File: src/rtl/pwm_deadtime_gen.sv
`default_nettype none
// ============================================================================
//  Module      : pwm_deadtime_gen
//  Description : Complementary high/low-side PWM generator with enforced dead
//                time, shadowed timing words and sticky fault shutdown.
//  Revision    : 1.0  initial release
// ============================================================================

module pwm_deadtime_gen #(
    parameter int Dc_length = 13,
    parameter int MIN_DT    = 2
) (
    input  logic                 clk,
    input  logic                 rst,
    input  logic                 enable,
    input  logic                 fault,
    input  logic [Dc_length-1:0] H_on,
    input  logic [Dc_length-1:0] L_on,
    input  logic [Dc_length-1:0] DeadTime,
    output logic                 HS_gate,
    output logic                 LS_gate,
    output logic                 period_start,
    output logic                 fault_flag,
    output logic                 busy
);

    typedef enum logic [2:0] {
        S_IDLE = 3'd0,
        S_HIGH = 3'd1,
        S_DT1  = 3'd2,
        S_LOW  = 3'd3,
        S_DT2  = 3'd4
    } state_t;

    // A zero-cycle dead phase cannot be timed, so the floor is at least one.
    localparam int                   c_MIN_DT_EFF = (MIN_DT < 1) ? 1 : MIN_DT;
    localparam logic [Dc_length-1:0] c_MIN_DT     = Dc_length'(c_MIN_DT_EFF);
    localparam logic [Dc_length-1:0] c_ONE        = Dc_length'(1);
    localparam logic [Dc_length-1:0] c_ZERO       = '0;

    state_t               r_state;
    logic [Dc_length-1:0] r_cnt;
    logic [Dc_length-1:0] r_h_s;
    logic [Dc_length-1:0] r_l_s;
    logic [Dc_length-1:0] r_dt_s;
    logic                 r_hs;
    logic                 r_ls;
    logic                 r_ps;
    logic                 r_flag;

    state_t               w_next_state;
    logic [Dc_length-1:0] w_next_cnt;
    logic                 w_capture;
    logic                 w_set_flag;
    logic                 w_cnt_zero;
    logic [Dc_length-1:0] w_h_dur_in;
    logic [Dc_length-1:0] w_dt_dur;
    logic [Dc_length-1:0] w_l_dur;
    logic                 w_next_hs;
    logic                 w_next_ls;

    assign w_cnt_zero = (r_cnt == c_ZERO);
    // HIGH duration is taken from the live input because it is loaded on the
    // same edge that captures the shadow copy.
    assign w_h_dur_in = (H_on == c_ZERO) ? c_ONE : H_on;
    assign w_dt_dur   = (r_dt_s < c_MIN_DT) ? c_MIN_DT : r_dt_s;
    assign w_l_dur    = (r_l_s == c_ZERO) ? c_ONE : r_l_s;

    always_comb begin
        w_next_state = r_state;
        w_next_cnt   = r_cnt;
        w_capture    = 1'b0;
        w_set_flag   = 1'b0;
        if (fault) begin
            w_next_state = S_IDLE;
            w_next_cnt   = c_ZERO;
            w_set_flag   = 1'b1;
        end else begin
            case (r_state)
                S_IDLE: begin
                    if (enable && !r_flag) begin
                        w_next_state = S_HIGH;
                        w_next_cnt   = w_h_dur_in - c_ONE;
                        w_capture    = 1'b1;
                    end
                end
                S_HIGH: begin
                    if (w_cnt_zero) begin
                        w_next_state = S_DT1;
                        w_next_cnt   = w_dt_dur - c_ONE;
                    end else begin
                        w_next_cnt   = r_cnt - c_ONE;
                    end
                end
                S_DT1: begin
                    if (w_cnt_zero) begin
                        w_next_state = S_LOW;
                        w_next_cnt   = w_l_dur - c_ONE;
                    end else begin
                        w_next_cnt   = r_cnt - c_ONE;
                    end
                end
                S_LOW: begin
                    if (w_cnt_zero) begin
                        w_next_state = S_DT2;
                        w_next_cnt   = w_dt_dur - c_ONE;
                    end else begin
                        w_next_cnt   = r_cnt - c_ONE;
                    end
                end
                S_DT2: begin
                    if (w_cnt_zero) begin
                        if (enable) begin
                            w_next_state = S_HIGH;
                            w_next_cnt   = w_h_dur_in - c_ONE;
                            w_capture    = 1'b1;
                        end else begin
                            w_next_state = S_IDLE;
                            w_next_cnt   = c_ZERO;
                        end
                    end else begin
                        w_next_cnt   = r_cnt - c_ONE;
                    end
                end
                default: begin
                    w_next_state = S_IDLE;
                    w_next_cnt   = c_ZERO;
                end
            endcase
        end
    end

    // Gates are computed from the next state so they register in lock-step
    // with it; a zero on-time keeps the phase but suppresses the drive.
    assign w_next_hs = (w_next_state == S_HIGH) &&
                       (w_capture ? (H_on != c_ZERO) : (r_h_s != c_ZERO));
    assign w_next_ls = (w_next_state == S_LOW) && (r_l_s != c_ZERO);

    always_ff @(posedge clk or posedge rst) begin
        if (rst) begin
            r_state <= S_IDLE;
            r_cnt   <= c_ZERO;
            r_hs    <= 1'b0;
            r_ls    <= 1'b0;
            r_ps    <= 1'b0;
            r_flag  <= 1'b0;
        end else begin
            r_state <= w_next_state;
            r_cnt   <= w_next_cnt;
            r_hs    <= w_next_hs;
            r_ls    <= w_next_ls;
            r_ps    <= w_capture;
            if (w_set_flag) begin
                r_flag <= 1'b1;
            end
        end
    end

    always_ff @(posedge clk or posedge rst) begin
        if (rst) begin
            r_h_s  <= c_ZERO;
            r_l_s  <= c_ZERO;
            r_dt_s <= c_ZERO;
        end else if (w_capture) begin
            r_h_s  <= H_on;
            r_l_s  <= L_on;
            r_dt_s <= DeadTime;
        end
    end

    assign HS_gate      = r_hs;
    assign LS_gate      = r_ls;
    assign period_start = r_ps;
    assign fault_flag   = r_flag;
    assign busy         = (r_state != S_IDLE);

endmodule

`default_nettype wire

File: config.mk
export PLATFORM = sky130hd
export DESIGN_NAME = pwm_deadtime_gen
export DESIGN_NICKNAME = d
export VERILOG_FILES = /design/src/rtl/pwm_deadtime_gen.sv
export SDC_FILE = /design/constraint.sdc
export NUM_CORES = 1
export LEC_CHECK = 0
export CAP_MARGIN = 20
export CELL_PAD_IN_SITES_DETAIL_PLACEMENT = 0
export CELL_PAD_IN_SITES_GLOBAL_PLACEMENT = 1
export CORE_MARGIN = 10
export CORE_UTILIZATION = 42
export CTS_BUF_LIST = sky130_fd_sc_hd__clkbuf_4 sky130_fd_sc_hd__clkbuf_8 sky130_fd_sc_hd__clkbuf_16
export DETAILED_ROUTE_END_ITERATION = 8
export GPL_TIMING_DRIVEN = 0
export PLACE_DENSITY = 0.79
export RECOVER_POWER = 50
export SETUP_SLACK_MARGIN = 0.05
export SYNTH_ARGS = -nofsm -noshare
export SYNTH_HDL_FRONTEND = slang
export SYNTH_SLANG_ARGS = --single-unit
File: constraint.sdc
create_clock -name clk -period 4 [get_ports clk]
set_input_delay 1.2 -clock clk [delete_from_list [all_inputs] [get_ports clk]]
set_output_delay 1.2 -clock clk [all_outputs]
set_load 0.02 [all_outputs]
==> results.yml <==
worst_setup_path:
  cp_slowest_cell: "or4_4"
  critical_path.startpoint_type: "input port"
  crit_chain: "dlygate4sd2_1, or4_4, or4_4, nor3_4, nor2_1, ha_2, nand4_1, xor2_2, o221ai_1, a21oi_1, o221ai_1"
  critPathMaxStageDelay_ns: 0.58
  cp.arrival_ns: 3.99
  crit_required_ns: 4.21
  worst_path_dominant_cell_family: "simple AND/OR/NAND/NOR gates"
  worst-path-max-fanout: 7
  timing.critical_path.buf_inv: 1
  worstSetupPathType: "input port to flop"
  endpoint_kind: "flop"
timing:
  grt_setup_unrepaired: "false"
  tns_ns: 0
  hold_violation_total_from_the_final_report: 0
  max_slew_margin_pct: 30.7
  slew_violations: 0
  max_freq_mhz: 265
  min_period_ns: 3.78
  final.setup_skew_ns: 0.0142
  hold-worst-slack_ns: 0.480
  worstMarginPinSlew_ns: 1.04
  finalCritPeriodShare_pct: 94.5
  final-setup-viol-count: 0
synthesis:
  synth.lib_cells_used.distinct: 65
  synth_warnings: 0
  syn_inst: 475
  synth.net_count: 522
  synth_area_per_cell_um2: 8.02
  syn_area_um2: 3810
  sequential_share_of_the_synthesized_area_pct: 38.7
  yosys_register_bits: 59
  ys_dominant_reg_cell: "dfrtp_1"
  synth-edff-count: 0
  postSynth.asyncResetShare_pct: 100
place:
  port_buffers: 46
  number_of_instances_in_the_placed_design: 630
  place.detailed.hpwl_um: 9000
  gpl_congestion: 0.905
floorplanning:
  die_h_um: 115
  io_pins: 48
  floorplan.die_area_um2: 13300
  rows: 34
  die-width_um: 115
  core-area_um2: 8760
  start_util_pct: 43.5
cells_and_area:
  final_net_count: 580
  diodes: 0
  final_cell_count_no_fill: 646
  fillerInstances: 887
  syn2layout_area_growth_pct: 22.1
  drive_gt1_share_pct: 10.4
run:
  timing.max_cap.violations: 0
routing:
  via_count: 3710
  vias_per_cell: 5.74
  drt-pass1-iter-count: 5
  ant_nets: 0
  drt-wirelength-per-cell_um: 18.1
  drc_errors: 0
  dr.first_iter.drc_count: 185
  totalWireLength_um: 11700
clock_network:
  cts_tree: "yes"
  cts_max_path_buffers: 2
  ctsHtreeMaxLevel: 3
  cts_root_buffer: "clkbuf_8"
  cts.sinks: 59
  cts_inserted_buffers: 9
  post_cts_hold_buffer_count: 0
  worstSkewPairLatency_ns: 0.35
  clk_transition_reported_paths_ns: 0.08
power_and_ir_drop:
  cellLeakagePower_nw: 2.11
  switching_power_mw: 0.561
  powerDensity_nw_per_um2: 363
  share_clk_of_total_power_pct: 34.3
  internal_power_mw: 1.13
  worst_vdd_rail_ir_drop_mv: 0.189
  switching_share_of_power_pct: 33.2
  sequentialPowerShare_pct: 39.2
  comb_power_share_pct: 26.5
grt:
  global_route_wire_length_before_repair_um: 19400
  grt_max_degree: 41
  globalRouteTotalUtil_pct: 18.2
  grt_pass1_vias: 3634
  number_of_antenna_violations_at_the_first_check_in_global_routing: 0
  grt-ovfl-total: 0
min_path:
  timing.hold.worst.class: "flop to flop"
run_status:
  run_status: "completed"
==> cell usage after synthesis (3+ instances only) <==
cell type / number / share of area, %
nor3b_1: 4 / 0.79
or3_1: 5 / 0.82
clkbuf_1: 11 / 1.1
o221ai_1: 3 / 0.69
nor3_1: 17 / 2.2
nand4_1: 3 / 0.49
nand2_1: 139 / 14
inv_1: 11 / 1.1
o211ai_1: 6 / 1.2
o31ai_1: 7 / 1.4
nor2b_1: 4 / 0.66
nor4_1: 11 / 1.8
a22oi_1: 5 / 0.99
xnor2_1: 18 / 4.1
a21oi_1: 20 / 2.6
or4_4: 4 / 1.2
dfrtp_1: 59 / 39
buf_2: 9 / 1.2
o21ai_0: 23 / 3.0
or3_4: 3 / 0.89
or2_2: 7 / 1.1
ha_1: 4 / 1.3
nand3_1: 6 / 0.79
xor2_1: 11 / 2.5
nor2_1: 28 / 2.8
o22ai_1: 3 / 0.49
or4_1: 6 / 1.2
mux2i_1: 3 / 0.79
==> flip-flops by register name, summed over array words and instances, names as in the netlist <==
signal / count
r_h_s: 13
r_cnt: 13
period_start: 1
fault_flag: 1
r_l_s: 13
HS_gate: 1
r_state: 3
LS_gate: 1
r_dt_s: 13
==> worst min-delay path, delay by kind of cell (launching register included) <==
| kind | cells | cell delay (ns) |
|---|---|---|
| simple gates | 2 | 0.10 |
| flops | 1 | 0.35 |
==> timing repair <==
item,CTS,global route
endpoints found under the setup margin,5,2
buffers inserted,0,0
pin swaps,1,2
gates resized for setup,6,5
==> power groups by stage <==
stage	registers [mW]	clock network, mW	logic [mW]
3_5_place_dp	0.672	0	0.443
4_1_cts	0.661	0.582	0.447
3_3_place_gp	0.671	0	0.441
5_1_grt	0.667	0.609	0.494
6_report	0.662	0.580	0.447
2_1_floorplan	0.663	0	0.300
==> cell families after synthesis <==
group,count (synthesis),synth area share (%)
DFF,59,38.7
AOI/OAI and AO/OA,94,16.6
adders and majority gates,4,1.31
buffers and inverters,33,3.68
xor gates and xnor gates,29,6.66
and+or+nand+nor,253,32.2
muxes,3,0.788
==> routing by layer <==
metal | GRT usage (%) | vias up | wire [µm]
met5 | 0 | - | 0
met4 | 6.68 | 0 | 229
met3 | 3.28 | 18 | 710
met2 | 29.0 | 114 | 5540
met1 | 24.0 | 1788 | 5230
li1 | - | 1790 | -
==> per-stage QoR <==
step / total power, mW / cell area (µm²) / utilization (%) / setup WS (ns)
after floorplan: 0.962 / 3810 / - / 0.444
after global placement: 1.11 / 4410 / 50.3 / -0.618
after detailed placement: 1.12 / 4430 / 50.5 / -0.629
after CTS: 1.69 / 4650 / 53.1 / 0.127
after global routing: 1.77 / 4650 / 53.1 / 0.165
final: 1.69 / 4650 / 53.1 / 0.222
==> cell usage in the layout, fill, tap and decap left out, types with 4 or more instances in the layout <==
cell type        synthesis  layout
or2_2                    7       7
o31ai_1                  7       7
nand3_1                  6       6
clkdlybuf4s50_1          0      39
xnor2_1                 18      18
nor4_1                  11      10
or4_4                    4       5
a22oi_1                  5       5
clkbuf_1                11      11
nor2_1                  28      28
clkbuf_8                 0      10
dfrtp_1                 59      59
xor2_1                  11      10
buf_2                    9       9
inv_1                   11      11
or4_1                    6       5
nand2_1                139     139
nor2b_1                  4       4
o21ai_0                 23      23
nor3b_1                  4       4
or3_1                    5       5
a21oi_1                 20      20
o211ai_1                 6       6
nor3_1                  17      16
==> final timing paths <==
path / cells past startpoint / from / to / slack, ns
setup reg to reg: 10 / r_dt_s[4] / r_cnt[6] / 0.57
max in group asynchronous: 3 / rst / r_state[2] / 1.11
hold / removal: 2 / r_h_s[5] / r_h_s[5] / 0.48
min in group asynchronous: 2 / rst / r_h_s[10] / 1.41
setup / recovery: 11 / H_on[6] / r_cnt[8] / 0.22
hold reg to reg: 2 / r_h_s[5] / r_h_s[5] / 0.48
==> cell type report <==
| cell class | instances | area [µm²] | share of cell area (%) |
|---|---|---|---|
| plain buffers | 21 | 90.1 | 1.94 |
| clock buffers | 11 | 145 | 3.12 |
| clock inverters | 5 | 62.6 | 1.34 |
| inverters | 12 | 50.0 | 1.08 |
| multi-input cells | 383 | 2230 | 47.8 |
| flip-flops and latches | 59 | 1480 | 31.7 |
| well taps | 108 | 135 | 2.90 |
| repair buffers | 47 | 468 | 10.1 |
Note: power is estimated with default switching activity, not from simulation.
